===== src/rtl/rr_mux4_pkg.sv =====
// Shared types and constants for the round-robin 4:1 mux arbiter.
package rr_mux4_pkg;

    typedef enum logic {
        IDLE  = 1'b0,
        GRANT = 1'b1
    } state_e;

    localparam int NREQ   = 4;
    localparam int DW     = 4;
    localparam int GCNT_W = 8;

endpackage


===== src/rtl/rr_mux4_arbiter_pick4.sv =====
// Rotating priority pick: first set request bit scanning ptr, ptr+1, ... mod 4.
module rr_pick4 (
    input  logic [3:0] req,
    input  logic [1:0] ptr,
    output logic       any,
    output logic [1:0] idx,
    output logic [3:0] onehot
);

    logic       found;
    logic [1:0] cand;

    always_comb begin
        any    = |req;
        idx    = ptr;
        found  = 1'b0;
        cand   = ptr;
        for (int k = 0; k < 4; k++) begin
            cand = ptr + 2'(k);
            if (!found && req[cand]) begin
                found = 1'b1;
                idx   = cand;
            end
        end
        onehot = any ? (4'b0001 << idx) : 4'b0000;
    end

endmodule


===== src/rtl/rr_mux4_arbiter.sv =====
// Round-robin arbiter sharing one 4-bit 4:1 data path among four requesters.
// Optional per-requester grant counters on GCNT when RR_MUX4_GRANT_CNT_EN is defined.
module rr_mux4_arbiter
    import rr_mux4_pkg::*;
#(
    parameter int MAX_HOLD = 4,
    parameter int CNT_W    = 4
) (
    input  logic          CLK,
    input  logic          RST_N,
    input  logic [3:0]    REQ,
    input  logic [DW-1:0] D0,
    input  logic [DW-1:0] D1,
    input  logic [DW-1:0] D2,
    input  logic [DW-1:0] D3,
    output logic [3:0]    GNT,
    output logic [1:0]    SEL,
    output logic [DW-1:0] Y,
    output logic          VALID,
    output logic          dbg_state
`ifdef RR_MUX4_GRANT_CNT_EN
    ,
    output logic [31:0]   GCNT
`endif
);

    state_e            state_q, state_d;
    logic [1:0]        ptr_q, ptr_d;
    logic [1:0]        sel_q, sel_d;
    logic [3:0]        gnt_q, gnt_d;
    logic [CNT_W-1:0]  hcnt_q, hcnt_d;
    logic              grant_evt;

    logic              idle_any, ho_any;
    logic [1:0]        idle_idx, ho_idx;
    logic [3:0]        idle_oh, ho_oh;
    logic [3:0]        req_other;
    logic [1:0]        ptr_after;
    logic              hold_lim;

    assign req_other = REQ & ~gnt_q;
    assign ptr_after = sel_q + 2'd1;
    assign hold_lim  = (hcnt_q == CNT_W'(MAX_HOLD - 1));

    rr_pick4 u_pick_idle (
        .req    (REQ),
        .ptr    (ptr_q),
        .any    (idle_any),
        .idx    (idle_idx),
        .onehot (idle_oh)
    );

    // Handover pick excludes the current owner and starts just past it.
    rr_pick4 u_pick_handover (
        .req    (req_other),
        .ptr    (ptr_after),
        .any    (ho_any),
        .idx    (ho_idx),
        .onehot (ho_oh)
    );

    always_comb begin
        state_d   = state_q;
        ptr_d     = ptr_q;
        sel_d     = sel_q;
        gnt_d     = gnt_q;
        hcnt_d    = hcnt_q;
        grant_evt = 1'b0;
        case (state_q)
            IDLE: begin
                if (idle_any) begin
                    state_d   = GRANT;
                    sel_d     = idle_idx;
                    gnt_d     = idle_oh;
                    hcnt_d    = '0;
                    grant_evt = 1'b1;
                end
            end
            GRANT: begin
                if (!REQ[sel_q] || (hold_lim && ho_any)) begin
                    ptr_d = ptr_after;
                    if (ho_any) begin
                        sel_d     = ho_idx;
                        gnt_d     = ho_oh;
                        hcnt_d    = '0;
                        grant_evt = 1'b1;
                    end else begin
                        state_d = IDLE;
                        sel_d   = 2'd0;
                        gnt_d   = 4'b0000;
                        hcnt_d  = '0;
                    end
                end else if (hold_lim) begin
                    hcnt_d    = '0;
                    grant_evt = 1'b1;
                end else begin
                    hcnt_d = hcnt_q + CNT_W'(1);
                end
            end
            default: begin
                state_d = IDLE;
                gnt_d   = 4'b0000;
                sel_d   = 2'd0;
            end
        endcase
    end

    always_ff @(posedge CLK or negedge RST_N) begin
        if (!RST_N) begin
            state_q <= IDLE;
            ptr_q   <= 2'd0;
            sel_q   <= 2'd0;
            gnt_q   <= 4'b0000;
            hcnt_q  <= '0;
        end else begin
            state_q <= state_d;
            ptr_q   <= ptr_d;
            sel_q   <= sel_d;
            gnt_q   <= gnt_d;
            hcnt_q  <= hcnt_d;
        end
    end

    // VALID marks Y as carrying the granted word this cycle; there is no
    // back-pressure, the consumer takes Y whenever VALID is high.
    logic [DW-1:0] word;
    always_comb begin
        case (sel_q)
            2'd0:    word = D0;
            2'd1:    word = D1;
            2'd2:    word = D2;
            default: word = D3;
        endcase
    end

    assign VALID     = (state_q == GRANT);
    assign Y         = VALID ? word : '0;
    assign GNT       = gnt_q;
    assign SEL       = sel_q;
    assign dbg_state = state_q;

`ifdef RR_MUX4_GRANT_CNT_EN
    logic [GCNT_W-1:0] gcnt_q [NREQ];
    logic [GCNT_W-1:0] gcnt_d [NREQ];

    always_comb begin
        gcnt_d = gcnt_q;
        if (grant_evt && (gcnt_q[sel_d] != {GCNT_W{1'b1}})) begin
            gcnt_d[sel_d] = gcnt_q[sel_d] + GCNT_W'(1);
        end
    end

    always_ff @(posedge CLK or negedge RST_N) begin
        if (!RST_N) begin
            for (int i = 0; i < NREQ; i++) gcnt_q[i] <= '0;
        end else begin
            gcnt_q <= gcnt_d;
        end
    end

    assign GCNT = {gcnt_q[3], gcnt_q[2], gcnt_q[1], gcnt_q[0]};
`endif

endmodule


===== config.mk =====
export PLATFORM = sky130hd
export DESIGN_NAME = rr_mux4_arbiter
export DESIGN_NICKNAME = d
export VERILOG_FILES = /design/src/rtl/rr_mux4_pkg.sv /design/src/rtl/rr_mux4_arbiter_pick4.sv /design/src/rtl/rr_mux4_arbiter.sv
export SDC_FILE = /design/constraint.sdc
export NUM_CORES = 1
export LEC_CHECK = 0
export BUFFER_PORTS_ARGS = -buffer_cell sky130_fd_sc_hd__buf_4
export CAP_MARGIN = 40
export CORE_MARGIN = 10
export CORE_UTILIZATION = 45
export DETAILED_ROUTE_END_ITERATION = 8
export GPL_TIMING_DRIVEN = 0
export MAX_ROUTING_LAYER = met4
export PLACE_DENSITY = 0.75
export SKIP_CTS_REPAIR_TIMING = 1
export SLEW_MARGIN = 15
export SYNTH_ARGS = -nofsm -noshare
export SYNTH_HDL_FRONTEND = slang
export SYNTH_SLANG_ARGS = --single-unit

===== constraint.sdc =====
create_clock -name CLK -period 2.2 [get_ports CLK]
set_clock_uncertainty 0.2 [all_clocks]
set_input_delay 0.33 -clock CLK [delete_from_list [all_inputs] [get_ports CLK]]
set_output_delay 0.33 -clock CLK [all_outputs]
set_load 0.05 [all_outputs]

==> flow_summary.json, run 1 <==
{
  "reg2regPathDepth": 7,
  "synth_edf_count": 0,
  "postSynth.topFlopCell": "dfrtp_1",
  "routedWlPerCell_um": 17.6,
  "pwr_density_cell_nw_per_um2": 1700,
  "die_height_um": 68.7,
  "synth.area.top_cells": "dfrtp_1 (30%), ha_1 (5.9%), mux2_2 (5.3%)",
  "chipWidth_um": 68.7,
  "routed_wirelength_um": 3300,
  "min_path_type": "in -> reg",
  "failed_checks": "setup timing",
  "hold_ws_ns": 0.205,
  "worstSetupEndpointType": "flop",
  "grt_start_max_net_pins": 14,
  "total_leakage_power_nw": 0.691,
  "outcome": "complete, but fails checks",
  "clock_path_buffers": 2,
  "vias_in_the_first_global_route": 1067,
  "maxSlewHeadroom_pct": 72.2,
  "syn-instance-count": 114,
  "maxClockFrequency_ghz": 0.430,
  "antenna_cells_inserted": 0,
  "cts_tree": "done",
  "floorplan.initialDensity_pct": 47.8,
  "path_max_fanout": 4,
  "max_cap_violations": 0,
  "yosysWarnings": 0,
  "io_pins": 34,
  "asyncSetResetFlopFracSynth_pct": 100,
  "cp-start-kind": "flop",
  "drt_drc_violations_left": 0,
  "std_cell_rows": 17,
  "port-buffer-count": 33,
  "number_of_setup_violations_in_the_final_report": 8,
  "drt_iter0_drc": 93,
  "dp_hpwl_um": 2500,
  "final_critical_delay_including_setup_and_external_delays_ns": 2.33,
  "slew_worst_pin_ns": 0.413,
  "avgSynthCellArea_um2": 9.37,
  "place.detailed.instances": 176,
  "ir_drop_v": 0.00117,
  "finalNonFillerCells": 188,
  "drt_pass1_iterations": 4,
  "grt-ovfl-total": 0,
  "mappedNetlistArea_um2": 1070,
  "fin_ws_ns": -0.125,
  "grt_pass1_wl_um": 4630,
  "postRouteAntennaNets": 0,
  "ys_ff_latch": 13,
  "place_congestion": 0.846,
  "clkTransAtPathRegs_ns": 0.08,
  "insertion_delay_ns": 0.27,
  "antenna_found_initial": 0,
  "routed_via_density": 5.86,
  "dieArea_um2": 4720,
  "synthesis.nets": 141,
  "critical_path_arrival_ns": 2.29,
  "min_delay_path_depth": 3,
  "ctsHtreeMaxLevel": 1,
  "synth_seq_area_share_pct": 30.4,
  "period_share_pct": 106,
  "final_max_slew_violation_count": 0,
  "total_number_of_clock_tree_sinks": 13,
  "rsz0062_at_grt": "yes",
  "total_grt_usage_pct": 12.7,
  "core_area_um2": 2230,
  "clk_root_buffer_cell": "clkbuf_4",
  "dr_total_vias": 1102,
  "final_hold_viol_count": 0,
  "setup.worst_path.class": "reg -> reg",
  "synth.distinct_cells": 45,
  "synthDominantCellAreaShare_pct": 30.4,
  "yosys.area.top_type": "dfrtp_1",
  "layout_cells_sized_above_1_pct": 48.8,
  "cts_buffers": 3,
  "area_delta_synth_final_pct": 45.8,
  "worst-endpoint-required_ns": 2.16,
  "final_nets": 188
}
[cell usage in the layout (no fill, tap or decap), types with 3 or more instances in the layout]
| master | netlist | routed |
|---|---|---|
| nand2_1 | 5 | 5 |
| nand3b_1 | 3 | 3 |
| o21ai_0 | 5 | 5 |
| nand2b_1 | 3 | 3 |
| nor2b_1 | 4 | 4 |
| a21oi_1 | 8 | 7 |
| a222oi_1 | 5 | 5 |
| buf_4 | 2 | 37 |
| and2b_1 | 3 | 3 |
| dfrtp_1 | 13 | 9 |
| nor2_1 | 9 | 7 |
| mux2_2 | 5 | 5 |
| clkbuf_4 | 0 | 3 |
| dfrtp_2 | 0 | 3 |
| buf_6 | 1 | 7 |
[worst max-delay path, cell delays in order, from the launching register on]
cell and delay (ns):
dfrtp_4 0.51, inv_6 0.09, ha_4 0.21, or4bb_1 0.51, o221ai_2 0.11, nor3_1 0.11
a22o_1 0.22, mux2_2 0.26
[through the flow]
stage	worst slack, ns	total power [mW]	setup TNS [ns]	utilization, %	instance area [um2]
3_5_place_dp	-0.290	2.19	-1.09	62.6	1400
3_3_place_gp	-0.281	2.15	-1.23	62.4	1390
2_1_floorplan	-0.154	1.74	-1.06	-	1110
4_1_cts	-0.298	2.35	-2.06	63.8	1430
5_1_grt	-0.219	2.80	-1.19	69.7	1560
6_report	-0.125	2.65	-0.432	69.7	1560
[where the power goes]
group	internal, mW	leakage, nW	switching (mW)
Combinational	0.886	0.518	1.15
Clock	0.0702	0.0150	0.0756
Sequential	0.342	0.158	0.125
Total	1.30	0.691	1.35
[routing by layer]
layer / global-route usage, % / routed length, um / vias to the layer above
met2: 22.2 / 1790 / 23
li1: - / - / 534
met1: 14.6 / 1340 / 541
met4: 5.17 / 27 / 0
met5: - / 0 / -
met3: 1.29 / 145 / 4
[cell usage after synthesis (2+ instances only)]
cell type / n
ha_1: 5
nor2b_1: 4
nor2_1: 9
dfrtp_1: 13
a222oi_1: 5
inv_1: 4
mux2i_1: 2
mux2_2: 5
nand2b_1: 3
nand3b_1: 3
nand2_1: 5
or2_2: 2
o2bb2ai_1: 2
and2b_1: 3
o21ai_0: 5
a21o_1: 2
o21bai_1: 2
a21oi_1: 8
buf_4: 2
o22ai_1: 2
nor3_1: 2
nand3_1: 3
[area by class of cell]
cell class	instances	area, um2
multi-input combinational	92	768
fill	174	676
timing repair buffer	43	342
sequential	13	333
tap	28	35.0
buffer	3	30.0
clock buffer	4	26.3
inverter	5	23.8
[path summary, 6_finish.rpt]
kind / end / startpoint / slack, ns
max reg2reg: GNT[3]$_DFFE_PN0P_ / SEL[0]$_DFFE_PN0P_ / -0.13
min: VALID$_DFF_PN0_ / REQ[2] / 0.21
min reg2reg: hcnt_q[0]$_DFFE_PN0P_ / hcnt_q[0]$_DFFE_PN0P_ / 0.32
min in group asynchronous: hcnt_q[0]$_DFFE_PN0P_ / RST_N / 0.23
max: GNT[3]$_DFFE_PN0P_ / SEL[0]$_DFFE_PN0P_ / -0.13
max in group asynchronous: GNT[2]$_DFFE_PN0P_ / RST_N / 1.39
[state kept, by name, summed over array words and instances, names as in the netlist]
register / cells
GNT: 4
hcnt_q: 4
SEL: 2
ptr_q: 2
VALID: 1
[cells by family (layout without fill, tap and decap cells)]
kind of cell               Yosys count  after routing  share of synthesized area [%]
muxes                                8              8                           9.25
and+or+nand+nor                     41             41                           22.2
AOI/OAI and AO/OA                   38             38                           27.6
adders and majority gates            5              5                           5.85
DFF                                 13             13                           30.4
buffers and inverters                9             55                           4.57
(Power assumes the default switching activity.)
==> run 2, diff against run 1 <==
--- a/config.mk
+++ b/config.mk
@@ -8,11 +8,11 @@
 export BUFFER_PORTS_ARGS = -buffer_cell sky130_fd_sc_hd__buf_4
 export CAP_MARGIN = 40
 export CORE_MARGIN = 10
-export CORE_UTILIZATION = 45
+export CORE_UTILIZATION = 54
 export DETAILED_ROUTE_END_ITERATION = 8
 export GPL_TIMING_DRIVEN = 0
 export MAX_ROUTING_LAYER = met4
-export PLACE_DENSITY = 0.75
+export PLACE_DENSITY = 0.84
 export SKIP_CTS_REPAIR_TIMING = 1
 export SLEW_MARGIN = 15
 export SYNTH_ARGS = -nofsm -noshare
==> constraint.sdc (replaced) <==
create_clock -name CLK -period 3 [get_ports CLK]
set_clock_uncertainty 0.2 [all_clocks]
set_input_delay 0.45 -clock CLK [delete_from_list [all_inputs] [get_ports CLK]]
set_output_delay 0.45 -clock CLK [all_outputs]
set_load 0.05 [all_outputs]
==> run 2 against run 1 <==
  * The run now ends clean
  * Sequential share of layout area is 1.8 points higher
  * Routed wire length down 7.1%
  * Combinational power decreased by 40%
  * Register-to-register slack gained 0.52 ns
  * Design area down 9.7%
  * Clock-buffer cell count unchanged
  * Sequential cell count unchanged
  * Worst hold slack gained 0.11 ns
  * Total power shrank 37%
  * Cell count shrank 3.2%
  * Critical endpoint is now Y[2]
  * Largest power group unchanged
==> flow_summary.json, run 2 (synthesized netlist as in run 1, its figures left out) <==
{
  "outcome": "completed",
  "critical_path_arrival_ns": 2.08,
  "layout_common_cells": "buf_4 (37), dfrtp_1 (13), nor2_1 (9)",
  "port-buffer-count": 33,
  "hold_path.startpoint": "hcnt_q[1]$_DFFE_PN0P_",
  "number_of_setup_violations_in_the_final_report": 0,
  "final_hold_viol_count": 0,
  "slew_worst_pin_ns": 0.462,
  "vias_in_the_first_global_route": 1091,
  "clock_path_buffers": 2,
  "reg2regPathDepth": 7,
  "min_path_type": "reg -> reg",
  "place_congestion": 0.912,
  "fill_cells": 150,
  "io_pins": 34,
  "report.power.total_mw": 1.67,
  "grt-ovfl-total": 0,
  "total_leakage_power_nw": 0.653,
  "core_area_um2": 1920,
  "maxClockFrequency_ghz": 0.367,
  "grt_start_max_net_pins": 14,
  "postRouteAntennaNets": 0,
  "cts_buffers": 3,
  "cp_max_stage_cell": "dfrtp_1",
  "die_height_um": 64.5,
  "reg2reg_setup_slack_ns": 0.39,
  "routedWlPerCell_um": 16.9,
  "total_number_of_clock_tree_sinks": 13,
  "dieArea_um2": 4160,
  "std_cell_rows": 16,
  "path_max_fanout": 9,
  "worst_r2r_startpoint": "SEL[0]$_DFFE_PN0P_",
  "cpLargestDelayFamily": "flip-flops",
  "ctsHtreeMaxLevel": 1,
  "total_grt_usage_pct": 14.7,
  "clkTransAtPathRegs_ns": 0.08,
  "pwr_density_cell_nw_per_um2": 1190,
  "dp_hpwl_um": 2510,
  "rsz0062_at_grt": "no",
  "layout_cells_sized_above_1_pct": 35.5,
  "timing.hold.worst_endpoint": "hcnt_q[1]$_DFFE_PN0P_",
  "path_common_cell": "nor2_1",
  "period_share_pct": 90.9,
  "routed_wirelength_um": 3070,
  "min_delay_path_depth": 2,
  "critical_path.n_buffers_inverters": 2,
  "final_critical_delay_including_setup_and_external_delays_ns": 2.73,
  "dr_total_vias": 1077,
  "floorplan.initialDensity_pct": 55.6,
  "insertion_delay_ns": 0.28,
  "final_nets": 183,
  "chipWidth_um": 64.5,
  "final_common_cell": "buf_4",
  "antenna_cells_inserted": 0,
  "drt_pass1_iterations": 5,
  "finalSetupTns_ns": 0,
  "worstSetupEndpointType": "output pin",
  "routed_via_density": 5.92,
  "clk_root_buffer_cell": "clkbuf_4",
  "final_max_slew_violation_count": 0,
  "setup.worst_path.class": "reg -> out",
  "cp-start-kind": "flop",
  "area_delta_synth_final_pct": 31.6,
  "regToRegEndpoint": "GNT[3]$_DFFE_PN0P_",
  "antenna_found_initial": 0,
  "drt_iter0_drc": 91,
  "ir_drop_v": 0.000852,
  "maxSlewHeadroom_pct": 68.9,
  "drt_drc_violations_left": 0,
  "worstPathCellList": "inv_1 -> ha_1 -> a222oi_1 -> nor2_1 -> a21oi_1 -> nor2_1 -> buf_4",
  "worst-endpoint-required_ns": 2.35,
  "largest_stage_delay_on_the_critical_path_ns": 0.52,
  "cts_tree": "done",
  "max_cap_violations": 0,
  "grt_pass1_wl_um": 4910
}
## run 2: cell types whose count changed in the layout (fill, tap and decap cells not counted), sizes merged
cell / previous run / this run
clkbuf: 4 / 6
buf: 45 / 38
## run 2: final cells by class
type / count / area, um2 / area share (%)
clock buffer: 4 / 26.3 / 1.87
tap: 27 / 33.8 / 2.40
inverter: 5 / 18.8 / 1.33
sequential: 13 / 325 / 23.1
buffer: 4 / 30.0 / 2.14
multi-input combinational: 92 / 694 / 49.4
timing repair buffer: 37 / 278 / 19.8
## run 2: how the worst max path moves through the flow
stage | start | endpoint | cells after the start
6_report | SEL[0]$_DFFE_PN0P_ | Y[2] | 7
5_1_grt | SEL[0]$_DFFE_PN0P_ | Y[3] | 7
4_1_cts | SEL[0]$_DFFE_PN0P_ | GNT[0]$_DFFE_PN0P_ | 7
3_5_place_dp | SEL[0]$_DFFE_PN0P_ | GNT[0]$_DFFE_PN0P_ | 7
3_3_place_gp | SEL[0]$_DFFE_PN0P_ | GNT[0]$_DFFE_PN0P_ | 7
2_1_floorplan | SEL[0]$_DFFE_PN0P_ | GNT[0]$_DFFE_PN0P_ | 7
## run 2: layer usage
layer	GRT usage (%)	routed length [um]	vias up
li1	-	-	526
met1	15.1	1220	521
met2	27.0	1710	24
met3	2.41	81	6
met4	6.15	53	0
met5	-	0	-
## run 2: per-stage QoR
stage / hold WS [ns] / area, um2 / utilization [%] / setup WS [ns] / std cells
after CTS: -0.194 / 1380 / 71.6 / 0.180 / 178
after floorplan: -0.0456 / 1070 / - / 0.202 / 114
after global placement: 0.0971 / 1350 / 70.2 / 0.286 / 174
after global routing: 0.358 / 1410 / 73.2 / 0.0831 / 182
after detailed placement: 0.103 / 1350 / 70.2 / 0.199 / 174
final: 0.318 / 1410 / 73.2 / 0.273 / 182
## run 2: report_power, final
group	leakage (nW)	internal, mW	switching, mW
sequential	0.163	0.243	0.0879
clock	0.0150	0.0517	0.0576
combinational	0.475	0.492	0.741
total	0.653	0.786	0.887
## run 2: worst min-delay path, stage by stage (launching register included)
cell and delay (ns):
dfrtp_1 0.37, nand2_1 0.05, o21ai_0 0.06
==> run 3, diff against run 2 <==
--- a/config.mk
+++ b/config.mk
@@ -10,7 +10,6 @@
 export CORE_MARGIN = 10
 export CORE_UTILIZATION = 54
 export DETAILED_ROUTE_END_ITERATION = 8
-export GPL_TIMING_DRIVEN = 0
 export MAX_ROUTING_LAYER = met4
 export PLACE_DENSITY = 0.84
 export SKIP_CTS_REPAIR_TIMING = 1
==> run 3 against run 2 <==
  * Register-to-register slack worse by 0.14 ns
  * Routed wire length shrank 0.75%
  * Combinational power down 5%
  * Worst hold slack better by 0.0048 ns
  * Setup slack got worse by 0.028 ns
  * First-iteration DRC count rose by 13%
  * Critical path depth unchanged
  * Via count unchanged
  * Clock power about the same
  * Sequential power about the same
  * Design area decreased by 3.0%
  * Clock-buffer cell count did not move
==> flow_summary.json, run 3 (synthesized netlist as in run 1, its figures left out) <==
{
  "outcome": "completed",
  "final_hold_viol_count": 0,
  "routedWlPerCell_um": 17.3,
  "chipWidth_um": 64.5,
  "cp-start-kind": "flop",
  "finalNonFillerCells": 176,
  "period_share_pct": 91.8,
  "place_congestion": 0.848,
  "area_delta_synth_final_pct": 27.6,
  "number_of_setup_violations_in_the_final_report": 0,
  "sequential_share_of_power_pct": 20.7,
  "maxClockFrequency_ghz": 0.363,
  "die_height_um": 64.5,
  "std_cell_rows": 16,
  "cp_max_stage_cell": "a222oi_1",
  "power_switching_uw": 879,
  "vias_in_the_first_global_route": 1094,
  "layout_common_cells": "buf_4 (34), dfrtp_1 (13), nor2_1 (9)",
  "pwr_density_cell_nw_per_um2": 1190,
  "clock_path_buffers": 2,
  "drt_pass1_iterations": 4,
  "routed_via_density": 6.12,
  "path_max_fanout": 9,
  "total_leakage_power_nw": 0.628,
  "dp_hpwl_um": 2510,
  "largest_stage_delay_on_the_critical_path_ns": 0.63,
  "insertion_delay_ns": 0.27,
  "drt_drc_violations_left": 0,
  "core_area_um2": 1920,
  "floorplan.initialDensity_pct": 55.6,
  "power.combinational.fraction_pct": 72.7,
  "switching_share_pct": 54.4,
  "worstPathCellList": "inv_1 -> ha_1 -> nand3b_1 -> o2bb2ai_2 -> a222oi_1 -> o22ai_1 -> mux2_2",
  "layout_cells_sized_above_1_pct": 33.6,
  "dieArea_um2": 4160,
  "finalSetupTns_ns": 0,
  "total_grt_usage_pct": 15.0,
  "setup.worst_path.class": "reg -> reg",
  "maxSlewHeadroom_pct": 55.6,
  "share_of_power_burned_in_the_clock_network_pct": 6.6,
  "antenna_found_initial": 0,
  "grt_pass1_wl_um": 5110,
  "fill_cells": 152,
  "max_cap_violations": 0,
  "worstSetupEndpointType": "flop",
  "place.detailed.instances": 171,
  "critical_path_arrival_ns": 2.71,
  "postRouteAntennaNets": 0,
  "rsz0062_at_grt": "no",
  "final_common_cell": "buf_4",
  "worst-endpoint-required_ns": 2.96,
  "grt-ovfl-total": 0,
  "cts_buffers": 3,
  "total_number_of_clock_tree_sinks": 13,
  "ctsHtreeMaxLevel": 1,
  "drt_iter0_drc": 103,
  "intPower_uw": 737,
  "clkTransAtPathRegs_ns": 0.08,
  "routed_wirelength_um": 3040,
  "ir_drop_v": 0.000684,
  "antenna_cells_inserted": 0,
  "cts_tree": "done",
  "final_critical_delay_including_setup_and_external_delays_ns": 2.75,
  "grt_start_max_net_pins": 14,
  "port-buffer-count": 33,
  "io_pins": 34,
  "final_nets": 177,
  "min_path_type": "reg -> reg",
  "clk_root_buffer_cell": "clkbuf_4",
  "dr_total_vias": 1077,
  "final_max_slew_violation_count": 0,
  "slew_worst_pin_ns": 0.666
}
[run 3: cell count changes in the layout (fill, tap and decap cells not counted)]
cell	change
clkbuf_2	-1
buf_6	-1
clkbuf_1	-1
buf_4	-3
[run 3: metal layers]
| metal | wire length [um] | track usage [%] | vias up |
|---|---|---|---|
| li1 | - | - | 508 |
| met2 | 1570 | 25.7 | 52 |
| met3 | 213 | 3.44 | 8 |
| met5 | 0 | - | - |
| met4 | 57 | 4.28 | 0 |
| met1 | 1200 | 17.1 | 509 |
[run 3: area by class of cell]
class	count	area, um2	area share, %
Clock buffer	4	26.3	1.93
Multi-Input combinational cell	92	694	50.9
Timing Repair Buffer	35	265	19.4
Inverter	5	18.8	1.38
Tap cell	27	33.8	2.48
Sequential cell	13	325	23.9
[run 3: worst paths after layout]
kind	from	endpoint	slack (ns)	cells after the start
max reg2reg	SEL[0]$_DFFE_PN0P_	GNT[0]$_DFFE_PN0P_	0.25	7
min in group asynchronous	RST_N	VALID$_DFF_PN0_	0.37	2
max in group asynchronous	RST_N	ptr_q[0]$_DFFE_PN0P_	2.07	2
min	hcnt_q[1]$_DFFE_PN0P_	hcnt_q[1]$_DFFE_PN0P_	0.32	2
max	SEL[0]$_DFFE_PN0P_	GNT[0]$_DFFE_PN0P_	0.25	7
min reg2reg	hcnt_q[1]$_DFFE_PN0P_	hcnt_q[1]$_DFFE_PN0P_	0.32	2
[run 3: power groups by stage]
stage	clock, mW	sequential (mW)	combinational, mW
after global placement	0	0.329	1.14
after global routing	0.122	0.343	1.26
after CTS	0.111	0.331	1.17
final	0.107	0.334	1.17
after detailed placement	0	0.335	1.17
after floorplan	0	0.445	0.770
[run 3: critical path, delay by kind of cell, from the launching register on]
kind	cells	cell delay (ns)
fa+ha+maj	1	0.43
simple gates	1	0.12
flops	1	0.53
compound gates	3	0.94
mux	1	0.28
buf+inv	1	0.15
[run 3: stage by stage]
step	util [%]	setup WS, ns	area, um2	power (mW)	hold WS [ns]
after CTS	70.4	0.281	1350	1.62	-0.194
after global routing	71.0	0.0832	1360	1.73	0.355
after detailed placement	69.1	0.281	1330	1.51	0.105
after global placement	69.1	0.420	1330	1.47	0.103
after floorplan	-	0.202	1070	1.22	-0.0456
final	71.0	0.245	1360	1.62	0.323
